==> src/rtl/cache_fill_fsm.sv <==
`default_nettype none
// ============================================================================
//  Module      : cache_fill_fsm
//  Description : Miss handler for a direct-mapped cache with 128 sets and
//                16-byte blocks (8 x 16-bit words). On a miss it issues eight
//                back-to-back word reads to memory. It writes each returned
//                word into the data array in order, then writes the tag/valid
//                entry in a single TAG cycle.
//  Revision    : 1.0 - initial release
// ----------------------------------------------------------------------------
//  Ports
//    clk               in   1    clock, rising edge
//    rst               in   1    synchronous reset, active low
//    miss_detected     in   1    miss on miss_address this cycle
//    miss_address      in   16   byte address {tag[15:11], index[10:4], off[3:0]}
//    memory_data_valid in   1    memory_data carries a returned word
//    memory_data       in   16   returned word
//    fsm_busy          out  1    fill in progress, pipeline stalls
//    mem_read_req      out  1    read memory_address this cycle
//    memory_address    out  16   byte address of the word being requested
//    write_data_array  out  1    write data_out at data_word_offset
//    data_word_offset  out  3    word index within the block
//    data_out          out  16   memory_data passed through
//    write_tag_array   out  1    write tag_out into the metadata array
//    tag_out           out  8    {valid, 2'b00, tag}
//    block_enable      out  128  one-hot set select
// ============================================================================
module cache_fill_fsm (
    input  logic         clk,
    input  logic         rst,
    input  logic         miss_detected,
    input  logic [15:0]  miss_address,
    input  logic         memory_data_valid,
    input  logic [15:0]  memory_data,
    output logic         fsm_busy,
    output logic         mem_read_req,
    output logic [15:0]  memory_address,
    output logic         write_data_array,
    output logic [2:0]   data_word_offset,
    output logic [15:0]  data_out,
    output logic         write_tag_array,
    output logic [7:0]   tag_out,
    output logic [127:0] block_enable
);

    typedef enum logic [1:0] {
        IDLE = 2'd0,
        FILL = 2'd1,
        TAG  = 2'd2
    } state_t;

    state_t      state_q, state_d;
    logic [3:0]  issue_cnt_q, issue_cnt_d;
    logic [3:0]  ret_cnt_q, ret_cnt_d;
    logic [15:0] base_addr_q, base_addr_d;

    always_comb begin
        state_d          = state_q;
        issue_cnt_d      = issue_cnt_q;
        ret_cnt_d        = ret_cnt_q;
        base_addr_d      = base_addr_q;
        fsm_busy         = 1'b0;
        mem_read_req     = 1'b0;
        write_data_array = 1'b0;
        write_tag_array  = 1'b0;
        // While filling, the set select follows the latched block so the
        // pipeline's current address cannot redirect the array writes.
        block_enable     = 128'd1 << base_addr_q[10:4];

        case (state_q)
            IDLE: begin
                // Metadata array stays in read mode for the hit/miss lookup.
                block_enable = 128'd1 << miss_address[10:4];
                if (miss_detected) begin
                    // Masking keeps the block-aligned base without leaving
                    // the offset bits dangling.
                    base_addr_d = miss_address & 16'hFFF0;
                    issue_cnt_d = 4'd0;
                    ret_cnt_d   = 4'd0;
                    state_d     = FILL;
                end
            end

            FILL: begin
                fsm_busy = 1'b1;
                if (issue_cnt_q < 4'd8) begin
                    mem_read_req = 1'b1;
                    issue_cnt_d  = issue_cnt_q + 4'd1;
                end
                // Only accept a return when a request is outstanding; a
                // stray strobe must not advance the word offset.
                if (memory_data_valid && (ret_cnt_q < issue_cnt_q)) begin
                    write_data_array = 1'b1;
                    ret_cnt_d        = ret_cnt_q + 4'd1;
                    if (ret_cnt_q == 4'd7) begin
                        state_d = TAG;
                    end
                end
            end

            TAG: begin
                fsm_busy        = 1'b1;
                write_tag_array = 1'b1;
                state_d         = IDLE;
            end

            default: begin
                state_d = IDLE;
            end
        endcase
    end

    // Word-addressed request stream: each word is two bytes past the last.
    assign memory_address   = base_addr_q + {12'd0, issue_cnt_q[2:0], 1'b0};
    assign data_word_offset = ret_cnt_q[2:0];
    assign data_out         = memory_data;
    assign tag_out          = {1'b1, 2'b00, base_addr_q[15:11]};

    always_ff @(posedge clk) begin
        if (!rst) begin
            state_q     <= IDLE;
            issue_cnt_q <= 4'd0;
            ret_cnt_q   <= 4'd0;
            base_addr_q <= 16'd0;
        end else begin
            state_q     <= state_d;
            issue_cnt_q <= issue_cnt_d;
            ret_cnt_q   <= ret_cnt_d;
            base_addr_q <= base_addr_d;
        end
    end

endmodule
`default_nettype wire

==> config.mk <==
export PLATFORM = sky130hd
export DESIGN_NAME = cache_fill_fsm
export DESIGN_NICKNAME = d
export VERILOG_FILES = /design/src/rtl/cache_fill_fsm.sv
export SDC_FILE = /design/constraint.sdc
export NUM_CORES = 1
export LEC_CHECK = 0
export CORE_AREA = 2 2 86 88
export CTS_CLUSTER_SIZE = 40
export DETAILED_ROUTE_END_ITERATION = 12
export DIE_AREA = 0 0 88 90
export GPL_TIMING_DRIVEN = 0
export PLACE_DENSITY = 0.87
export REMOVE_ABC_BUFFERS = 1
export SLEW_MARGIN = 10
export SYNTH_ARGS = -nofsm -noshare
export SYNTH_HDL_FRONTEND = slang
export SYNTH_SLANG_ARGS = --single-unit
==> constraint.sdc <==
create_clock -name clk -period 3.5 [get_ports clk]
set_input_delay 0.35 -clock clk [delete_from_list [all_inputs] [get_ports clk]]
set_output_delay 0.35 -clock clk [all_outputs]
set_load 0.1 [all_outputs]
* Word level (Yosys, flattened, before mapping)
Cells that the tools add are included.
Widths: inputs -> output; s select.
** Word-level totals
- Flip-flop bits (word level) :: 22
- Bits in latches :: 0
- RAM bits :: 0
- ROM bits :: 0
- Input bits :: 36
- Output and inout bits :: 175
- Logic and storage cells :: 42
- Memories kept :: 0
** Operators by class
- Add/sub/neg operators :: 3
- Multiply operators :: 0
- Div/mod/pow operators :: 0
- Magnitude comparators :: 2
- Equal/unequal tests :: 7
- Shift-type cells :: 2
- Multiplexer cells :: 16
- Bitwise operators :: 0
- Reduce and logical (&&, ||, !) cells :: 8
** Operator list (number)
- $shl 1x7->128 const A :: 2
- $mux 128 :: 1
- $add 16x4->16 :: 1
- $pmux 4 s2 :: 2
- $mux 4 :: 3
- $reduce_and 3->1 :: 3
- $add 4x1->4 const B :: 2
- $ne 2x2->1 const B :: 4
- $mux 1 :: 6
- $mux 2 :: 3
- $eq 4x3->1 const B :: 1
- $lt 4x4->1 :: 1
- $lt 4x4->1 const B :: 1
- $pmux 2 s2 :: 1
- $eq 2x1->1 const B :: 1
- $eq 2x2->1 const B :: 1
- $logic_not 2->1 :: 1
- $reduce_and 2->1 :: 1
- $reduce_bool 2->1 :: 1
- $reduce_or 2->1 :: 1
- $logic_and 1x1->1 :: 1

* Longest topological paths before layout
Gate-level depths: netlist of run 1.
- Word-level depth :: 4
- Depth in mapped cells :: 10
- Gate-level depth less buffers :: 7

* Least setup slack after synthesis of run 1
No wires, ideal clock.
- Path type :: flip-flop to output port
- Start point :: reg base_addr_q[5]
- End point :: out block_enable[58]
- Data arrival time :: 3.107 ns
- Data required time :: 3.150 ns
- Path slack :: 0.043 ns
- Stages on the path, launching flop included :: 6
- Path buffers :: 1
- Cells stage by stage :: dfxtp_1 nor3b_1 a31oi_1 clkbuf_1 or2_2 nor2_1
** On the way
- Word-level cells in the longest chain between the ends :: 2
** Ends and longest elaborated chain
- from (decl) :: line 55 : logic [15:0] base_addr_q, base_addr_d;
- from (signal assigned) :: line 129 : base_addr_q <= base_addr_d;
- $shl 1x7->128 :: line 68 : block_enable = 128'd1 << base_addr_q[10:4];
- $mux 128 :: line 70 : case (state_q)
- to (decl) :: line 43 : output logic [127:0] block_enable
Every way passes these cells.

* Worst setup path in the final report of run 1
- Start point :: reg state_q[0]
- End point :: out block_enable[71]
** On the way
- Word-level cells in the longest chain between the ends :: 2
** Ends and longest elaborated chain
- from (decl) :: line 52 : state_t state_q, state_d;
- from (signal assigned) :: line 126 : state_q <= state_d;
- $logic_not 2->1 :: line 70
- $mux 128 :: line 70
Every way passes these cells.

==> results of run 1 <==
## area by class of cell
cell class / instances / area (sq um)
well taps: 99 / 123.9
inverters: 10 / 37.54
clock buffers: 3 / 41.29
flip-flops and latches: 22 / 440.4
multi-input cells: 306 / 1577
fillers: 726 / 3147
repair buffers: 170 / 1654
## where the power goes
group	leakage, nW	switching (mW)	total [mW]	internal, mW
combinational	1.48	0.413	0.525	0.112
clock	0.0216	0.0825	0.159	0.0768
sequential	0.180	0.0146	0.277	0.263
total	1.68	0.510	0.961	0.451
## through the flow
stage	cell area (sq um)	hold slack [ps]	total power, mW	setup TNS (ps)	utilization
finish	3874	488.3	0.9613	0	0.5518
global route	3874	523.7	1.002	0	0.5518
CTS	3870	492.6	0.9594	-86.71	0.5512
detailed placement	3842	481.9	0.8062	-64610	0.5473
global placement	3842	471.4	0.7992	-54300	0.5473
floorplan	2017	465.1	0.6729	-5890	-
## worst register-to-register path, delay by kind of cell, from the launching register on
family	cells	cell delay (ps)
AO/OA/AOI/OAI	3	770
adder cells (fa/ha/maj)	1	430
AND/OR/NAND/NOR	1	430
flip-flops	1	320
buffers and inverters	1	140
## final timing paths
| kind | startpoint | endpoint | slack [ps] | depth (start not counted) |
|---|---|---|---|---|
| max reg2reg | state_q[0] | ret_cnt_q[2] | 1300 | 6 |
| min reg2reg | base_addr_q[11] | base_addr_q[11] | 490 | 2 |
| min | base_addr_q[11] | base_addr_q[11] | 490 | 2 |
| max | state_q[0] | block_enable[71] | 190 | 7 |
## kinds of logic after synthesis
family,share of synthesized area
xor gates and xnor gates,0.007320
DFF,0.1840
buffers and inverters,0.1762
and+or+nand+nor,0.4370
AOI/OAI and AO/OA,0.1270
muxes,0.02352
adders and majority gates,0.04182
other,0.003138
## synth_stat cells (all sizes together)
master  instances  area, sq um
dfxtp          22        440.4
o31ai           2        20.02
nor3b           5        42.54
nand3b          4        30.03
inv            10        37.54
nor2b           2        12.51
nor3            2        10.01
ha              8        100.1
or2             8        50.05
and3            1        6.260
xnor2           2        17.52
a21oi           9        45.04
or2b            2        15.01
nand2b          9        56.30
a21boi         16        120.1
mux2i           3        33.78
nand3           4        20.02
clkbuf         13        48.80
o211ai          1        7.510
conb            2        7.510
o21ai          10        50.05
mux2            2        22.52
o211a           1        10.01
nand4           2        12.51
and2            3        18.77
or3b            1        8.760
buf            44        335.3
or4             1        7.510
o21a            1        7.510
nor2          142        538.0
nand2          53        209.0
nand4b          1        8.760
a31oi           7        43.79
## state kept, by name, indices dropped and copies added (netlist names)
name	flops
issue_cnt_q	4
ret_cnt_q	4
state_q	2
base_addr_q	12
## cells in the final DEF (no fill, tap or decap), drive strengths merged, types with 2 or more instances in the layout
| master | instances |
|---|---|
| dfxtp | 22 |
| a21boi | 16 |
| dlygate4sd2 | 75 |
| clkdlybuf4s50 | 42 |
| a31oi | 7 |
| nor2b | 2 |
| nand4 | 2 |
| o21ai | 10 |
| clkbuf | 5 |
| or2 | 8 |
| nor3 | 2 |
| ha | 8 |
| clkdlybuf4s15 | 51 |
| or2b | 2 |
| nand3b | 4 |
| nor3b | 5 |
| a21oi | 9 |
| nand3 | 4 |
| o31ai | 2 |
| conb | 4 |
| inv | 10 |
| and2 | 3 |
| mux2 | 2 |
| nand2 | 53 |
| nor2 | 142 |
| xnor2 | 2 |
| mux2i | 3 |
| nand2b | 9 |
## per-layer routing
| metal | track usage | vias up |
|---|---|---|
| met1 | 0.2393 | 1370 |
| li1 | - | 1443 |
| met5 | 0 | - |
| met2 | 0.3832 | 151 |
| met4 | 0.05385 | 0 |
| met3 | 0.05142 | 12 |
## what timing repair did
item	CTS	global route
endpoints found under the setup margin	128	100
gates resized for setup	228	6
hold buffers	0	0
==> impl_metrics.py, run 1 <==
metrics = {
    "outcome": {
        "status": "finished clean",
    },
    "sta": {
        "finalWorstSetupSlack_ps": 187.7,
        "period_needed_ps": 3312,
        "finClkSkew_ps": 8.040,
        "drv_slew": 0,
        "period_share": 0.9464,
        "hold_viol": 0,
        "worstMarginPinSlew_ps": 1027,
        "fmax_ghz": 0.3019,
        "rsz0062_at_grt": "no",
        "slew_headroom": 0.3134,
        "setup_violations": 0,
    },
    "clocking": {
        "cts_tree": "yes",
        "cts_root_buf": "clkbuf_8",
        "clock_sinks": 22,
        "clk_pin_slew_ps": 80,
        "insertion_delay_ps": 260,
        "cts_max_path_buffers": 2,
        "cts_made_buffers": 3,
        "htreeDepth": 1,
        "post_cts.repair.setup_buffers": 0,
    },
    "finish": {
        "instances_no_fill": 610,
        "syn2layout_area_growth_pct": 61.84,
        "diodes": 0,
        "fin_nets": 557,
        "drive_above_1_share": 0.1350,
    },
    "logic_synthesis": {
        "syn-instance-count": 393,
        "syn_area_per_cell_sq_um": 6.090,
        "synth_warnings": 0,
        "ys_seq_area_frac": 0.1840,
        "synth_seq_cells": 22,
        "netlist_area_sq_mm": 0.002394,
        "post_synth_num_cell_types": 44,
    },
    "routing": {
        "postRouteAntennaNets": 0,
        "drtPass1Iterations": 5,
        "routed_via_density": 4.879,
        "wl_met1_microns": 3466,
        "drc": 0,
        "routed_wl_microns": 8982,
        "drt_iter0_drc": 121,
        "wl_met2_microns": 4628,
        "maxUsedRoutingLayer": "met4",
        "vias": 2976,
        "dr_wl_met3_microns": 770,
        "wire_per_inst_microns": 14.72,
    },
    "die": {
        "ios": 211,
        "initial_core_util": 0.3409,
        "rows": 31,
        "die_height_microns": 90,
        "coreArea_sq_mm": 0.007020,
        "die_area_sq_mm": 0.007920,
        "die_x_microns": 88,
    },
    "critical_path": {
        "required_ps": 3150,
        "cpPeakStageDelay_ps": 720,
        "crit_arrival_ps": 2960,
        "path_buf_inv": 2,
        "critPathKind": "flop to output port",
        "critPathMaxFanout": 36,
        "cpMostUsedCell": "nor2_1",
        "crit_family": "buffers and inverters",
        "crit_chain": "inv_1 -> ha_4 -> nor2_1 -> a31oi_2 -> nand2b_1 -> nor2_1 -> clkdlybuf4s15_1",
        "crit_slowest_cell": "clkdlybuf4s15_1",
        "startpoint_type": "flop",
        "endpoint_kind": "output port",
    },
    "power": {
        "peakVddDrop_v": 0.0002443,
        "power_density_mw_per_mm2": 248.2,
        "p_leak_nw": 1.681,
    },
    "run": {
        "drv_cap": 0,
    },
    "worst_hold_path": {
        "min_path_type": "flop to flop",
    },
    "grt": {
        "grt_usage": 0.2104,
        "overflow": 0,
        "antenna_found_initial": 0,
        "grt_first_pass_wirelength_microns": 13690,
        "first_global_vias": 2752,
        "grt_max_degree": 37,
    },
    "placed_design": {
        "io_buffers": 170,
        "pre_cts_ws_ps": -690.8,
        "dp_cells": 607,
        "dp_hpwl_microns": 6862,
        "gp_congestion": 0.8580,
    },
}
No activity file was read; power rests on OpenSTA's default activity.
==> run 2: changes to the inputs <==
SETUP_SLACK_MARGIN = 0.2   (was default)
==> run 2 against run 1 <==
Total power is 0.79% lower. Count of clock-buffer cells in the layout stayed put. Design area is 12% lower. Sequential cell count stayed put. Global-route usage is 0.093 points higher. Register-to-register slack better by 20 ps. Hold slack hardly changed. Setup slack better by 120 ps. Combinational power is 1% lower. Die area stayed put. Critical endpoint is now block_enable[27]. Largest cell class is now multi-input gates.
==> impl_metrics.py, run 2 (synthesis gave the netlist of run 1 again) <==
metrics = {
    "placed_design": {
        "dp_hpwl_microns": 6862,
        "io_buffers": 170,
        "gp_congestion": 0.8580,
        "placed_area_sq_mm": 0.003842,
        "dp_cells": 607,
    },
    "finish": {
        "final_common_cell": "nor2_1",
        "syn2layout_area_growth_pct": 41.87,
        "reg_top3": "base_addr_q x12, issue_cnt_q x4, ret_cnt_q x4",
        "diodes": 0,
        "design_area_sq_mm": 0.003396,
        "final_cell_mix": "nor2_1, clkbuf_2, nand2_1",
        "largest_reg_flops": 12,
        "fillCellCount": 786,
        "drive_above_1_share": 0.2466,
        "instances_no_fill": 610,
        "fin_nets": 557,
        "regMostFlops": "base_addr_q",
    },
    "sta": {
        "finClkSkew_ps": 5.263,
        "slew_headroom": 0.3157,
        "setup_violations": 0,
        "rsz0062_at_grt": "no",
        "hold_viol": 0,
        "fmax_ghz": 0.3130,
        "worstMarginPinSlew_ps": 1023,
        "period_share": 0.9128,
        "fin_hold_ws_ps": 488.2,
        "period_needed_ps": 3195,
        "drv_slew": 0,
    },
    "routing": {
        "vias": 2991,
        "routed_via_density": 4.903,
        "drc": 0,
        "wire_per_inst_microns": 14.86,
        "postRouteAntennaNets": 0,
        "drtPass1Iterations": 4,
        "drt_iter0_drc": 105,
        "routed_wl_microns": 9067,
    },
    "grt": {
        "overflow": 0,
        "grt_first_pass_wirelength_microns": 13760,
        "grt_usage": 0.2114,
        "first_global_vias": 2753,
        "antenna_found_initial": 0,
        "grt_max_degree": 37,
    },
    "clocking": {
        "htreeDepth": 1,
        "cts_max_path_buffers": 2,
        "clock_sinks": 22,
        "cts_root_buf": "clkbuf_8",
        "post_cts.repair.setup_buffers": 0,
        "cts_tree": "yes",
        "cts_made_buffers": 3,
        "clk_pin_slew_ps": 80,
        "insertion_delay_ps": 260,
    },
    "die": {
        "die_area_sq_mm": 0.007920,
        "initial_core_util": 0.3409,
        "coreArea_sq_mm": 0.007020,
        "die_height_microns": 90,
        "ios": 211,
        "rows": 31,
        "die_x_microns": 88,
    },
    "critical_path": {
        "endpoint_kind": "output port",
        "endpoint": "block_enable[27]",
        "critPathMaxFanout": 36,
        "required_ps": 3150,
        "startpoint_type": "flop",
        "r2r_setup_slack_ps": 1320,
        "crit_arrival_ps": 2840,
        "worstReg2RegEnd": "ret_cnt_q[2]",
        "reg2reg_depth": 6,
        "worstSetupStartpoint": "state_q[1]",
        "rr_startpoint": "state_q[0]",
        "critPathKind": "flop to output port",
    },
    "outcome": {
        "status": "finished clean",
    },
    "worst_hold_path": {
        "min_path_type": "flop to flop",
    },
    "power": {
        "total_power_uw": 953.7,
        "p_leak_nw": 1.527,
        "power_density_mw_per_mm2": 280.9,
        "peakVddDrop_v": 0.0002389,
    },
    "run": {
        "drv_cap": 0,
    },
}
-- run 2: critical path: stages (launching register included) --
cell	delay [ps]
dfxtp_1	350
inv_1	100
ha_4	300
o31ai_2	480
nand2_2	320
nor2_1	160
dlygate4sd2_1	860
-- run 2: area by class of cell --
| type | count | area, sq um | area share |
|---|---|---|---|
| multi-input cells | 306 | 1577 | 0.4643 |
| flip-flops and latches | 22 | 440.4 | 0.1297 |
| inverters | 10 | 37.54 | 0.01105 |
| repair buffers | 170 | 1176 | 0.3464 |
| well taps | 99 | 123.9 | 0.03648 |
| clock buffers | 3 | 41.29 | 0.01216 |
-- run 2: power by group --
part	switching (mW)	internal, mW
Sequential	0.0146	0.263
Clock	0.0803	0.0767
Combinational	0.413	0.106
-- run 2: what timing repair did --
item / CTS / global route
setup endpoints to repair: 128 / 111
hold buffers: 0 / 0
gates resized for setup: 138 / 213
endpoints found under the hold margin: 0 / 0
-- run 2: worst min-delay path by stage --
stage,from,endpoint,slack (ps),depth (start not counted)
after floorplan,issue_cnt_q[3],issue_cnt_q[3],470,2
after global placement,base_addr_q[11],base_addr_q[11],470,2
after detailed placement,base_addr_q[11],base_addr_q[11],480,2
after CTS,base_addr_q[11],base_addr_q[11],490,2
after global routing,base_addr_q[14],base_addr_q[14],520,2
final,base_addr_q[11],base_addr_q[11],490,2
-- run 2: layer usage --
| layer | up-vias | GRT usage | part of all wire |
|---|---|---|---|
| met5 | - | 0 | 0 |
| met4 | 0 | 0.05000 | 0.0085 |
| met3 | 8 | 0.05142 | 0.089 |
| met2 | 154 | 0.3857 | 0.51 |
| met1 | 1384 | 0.2415 | 0.39 |
| li1 | 1445 | - | - |
-- run 2: stage by stage --
| step | TNS [ps] | setup slack (ps) | util |
|---|---|---|---|
| after floorplan | -5890 | -99.93 | - |
| after global placement | -54300 | -627.7 | 0.5473 |
| after detailed placement | -64610 | -690.8 | 0.5473 |
| after CTS | 0 | 203.8 | 0.5364 |
| after global routing | 0 | 200.6 | 0.4837 |
| final | 0 | 305.1 | 0.4837 |
==> run 3: changes to the inputs <==
SLEW_MARGIN = 40   (was 10)
==> run 3 against run 2 <==
Non-clock buffer count unchanged. Highest routed layer unchanged. Critical path depth up 1. Largest cell class unchanged. Setup slack better by 220 ps.
==> impl_metrics.py, run 3 (synthesis gave the netlist of run 1 again) <==
metrics = {
    "finish": {
        "diodes": 0,
        "largest_reg_flops": 12,
        "fin_nets": 557,
        "syn2layout_area_growth_pct": 31.99,
        "fillCellCount": 758,
        "regMostFlops": "base_addr_q",
        "final_cell_mix": "buf_2, nor2_1, nand2_1",
        "final_common_cell": "buf_2",
        "drive_above_1_share": 0.3477,
        "reg_top3": "base_addr_q x12, issue_cnt_q x4, ret_cnt_q x4",
    },
    "critical_path": {
        "crit_chain": "inv_1 -> ha_4 -> nor2_1 -> a31oi_2 -> nand2b_1 -> nor2_1 -> buf_2",
        "endpoint_kind": "output port",
        "critPathKind": "flop to output port",
        "r2r_setup_slack_ps": 1320,
        "rr_startpoint": "state_q[0]",
        "reg2reg_depth": 6,
        "endpoint": "block_enable[47]",
        "required_ps": 3150,
        "crit_arrival_ps": 2620,
        "worstReg2RegEnd": "ret_cnt_q[2]",
        "cpMostUsedCell": "nor2_1",
        "startpoint_type": "flop",
        "cpPeakStageDelay_ps": 510,
        "crit_slowest_cell": "a31oi_2",
        "worstSetupStartpoint": "state_q[0]",
        "critPathMaxFanout": 36,
    },
    "placed_design": {
        "pre_cts_ws_ps": 597.8,
        "gp_congestion": 0.8580,
        "dp_hpwl_microns": 6490,
        "io_buffers": 170,
    },
    "power": {
        "p_leak_nw": 1.629,
        "p_comb_frac": 0.521,
        "total_power_uw": 957.7,
        "switching_share": 0.5278,
        "power_density_mw_per_mm2": 303.1,
        "p_int_uw": 452.2,
        "p_clk_frac": 0.190,
        "peakVddDrop_v": 0.0002116,
        "pwr-share-seq": 0.289,
        "switchingPower_uw": 505.5,
    },
    "routing": {
        "postRouteAntennaNets": 0,
        "routed_via_density": 4.741,
        "vias": 2897,
        "drt_iter0_drc": 133,
        "routed_wl_microns": 8266,
        "wire_per_inst_microns": 13.53,
        "drc": 0,
        "drtPass1Iterations": 4,
    },
    "sta": {
        "drv_slew": 0,
        "finalWorstSetupSlack_ps": 526.3,
        "worstMarginPinSlew_ps": 639.4,
        "fmax_ghz": 0.3363,
        "rsz0062_at_grt": "no",
        "period_needed_ps": 2974,
        "setup_violations": 0,
        "finClkSkew_ps": 7.161,
        "hold_viol": 0,
        "period_share": 0.8496,
        "slew_headroom": 0.5724,
    },
    "die": {
        "die_height_microns": 90,
        "rows": 31,
        "die_area_sq_mm": 0.007920,
        "initial_core_util": 0.3409,
        "coreArea_sq_mm": 0.007020,
        "die_x_microns": 88,
        "ios": 211,
    },
    "grt": {
        "first_global_vias": 2586,
        "antenna_found_initial": 0,
        "grt_usage": 0.1951,
        "grt_max_degree": 37,
        "overflow": 0,
        "grt_first_pass_wirelength_microns": 12650,
    },
    "clocking": {
        "cts_made_buffers": 3,
        "htreeDepth": 1,
        "clk_pin_slew_ps": 80,
        "cts_max_path_buffers": 2,
        "insertion_delay_ps": 260,
        "cts_root_buf": "clkbuf_8",
        "hold_buffers": 0,
        "clock_sinks": 22,
        "cts_tree": "yes",
    },
    "run": {
        "drv_cap": 0,
    },
    "outcome": {
        "status": "finished clean",
    },
    "worst_hold_path": {
        "min_path_type": "flop to flop",
    },
}
-- run 3: cell types whose count changed in the layout (fill, tap and decap cells not counted), sizes merged --
cell / previous run / this run
buf: 0 / 155
dlygate4sd2: 16 / 0
dlymetal6s2s: 1 / 0
clkdlybuf4s15: 10 / 0
clkbuf: 105 / 4
clkdlybuf4s50: 41 / 15
-- run 3: worst min path at each step --
stage	to	cells past startpoint	slack (ps)	from
6_report	base_addr_q[15]	2	480	base_addr_q[15]
5_1_grt	base_addr_q[13]	2	510	base_addr_q[13]
4_1_cts	base_addr_q[15]	2	490	base_addr_q[15]
3_5_place_dp	base_addr_q[12]	2	480	base_addr_q[12]
3_3_place_gp	base_addr_q[11]	2	470	base_addr_q[11]
2_1_floorplan	issue_cnt_q[3]	2	470	issue_cnt_q[3]
-- run 3: layout make-up --
type,instances,area [sq um],area share
Inverter,10,37.54,0.01188
Multi-Input combinational cell,306,1577,0.4990
Clock buffer,4,55.05,0.01743
Sequential cell,22,440.4,0.1394
Timing Repair Buffer,170,925.9,0.2931
Tap cell,99,123.9,0.03921
-- run 3: metal layers --
metal,vias to the layer above,routed length (microns),track usage
li1,1448,-,-
met1,1294,3286,0.2189
met2,149,4174,0.3687
met3,6,745,0.04867
met4,0,60,0.02821
met5,-,0,0
-- run 3: repair_timing --
item	in CTS	in global routing
endpoints found under the setup margin	0	57
resized for setup	0	1
setup buffers	0	0
-- run 3: power by group through the flow --
stage,clock (mW),sequential (mW),combinational (mW)
finish,0.182,0.277,0.499
global route,0.198,0.279,0.527
CTS,0.185,0.277,0.497
detailed placement,0,0.283,0.497
global placement,0,0.282,0.517
floorplan,0,0.388,0.285
-- run 3: per-stage QoR --
step	TNS [ps]	cells	hold slack (ps)	cell area (sq um)	util
3_3_place_gp	-54300	607	471.4	3842	0.5473
5_1_grt	0	611	514.0	3159	0.4500
4_1_cts	0	611	489.3	3149	0.4486
6_report	0	611	482.6	3159	0.4500
2_1_floorplan	-5890	338	465.1	2017	-
3_5_place_dp	0	607	478.5	3094	0.4407
-- run 3: critical path, delay by kind of cell (launching register included) --
kind            cells  cell delay [ps]
simple gates        3              640
compound gates      1              510
buf+inv             2              450
fa+ha+maj           1              420
flops               1              330
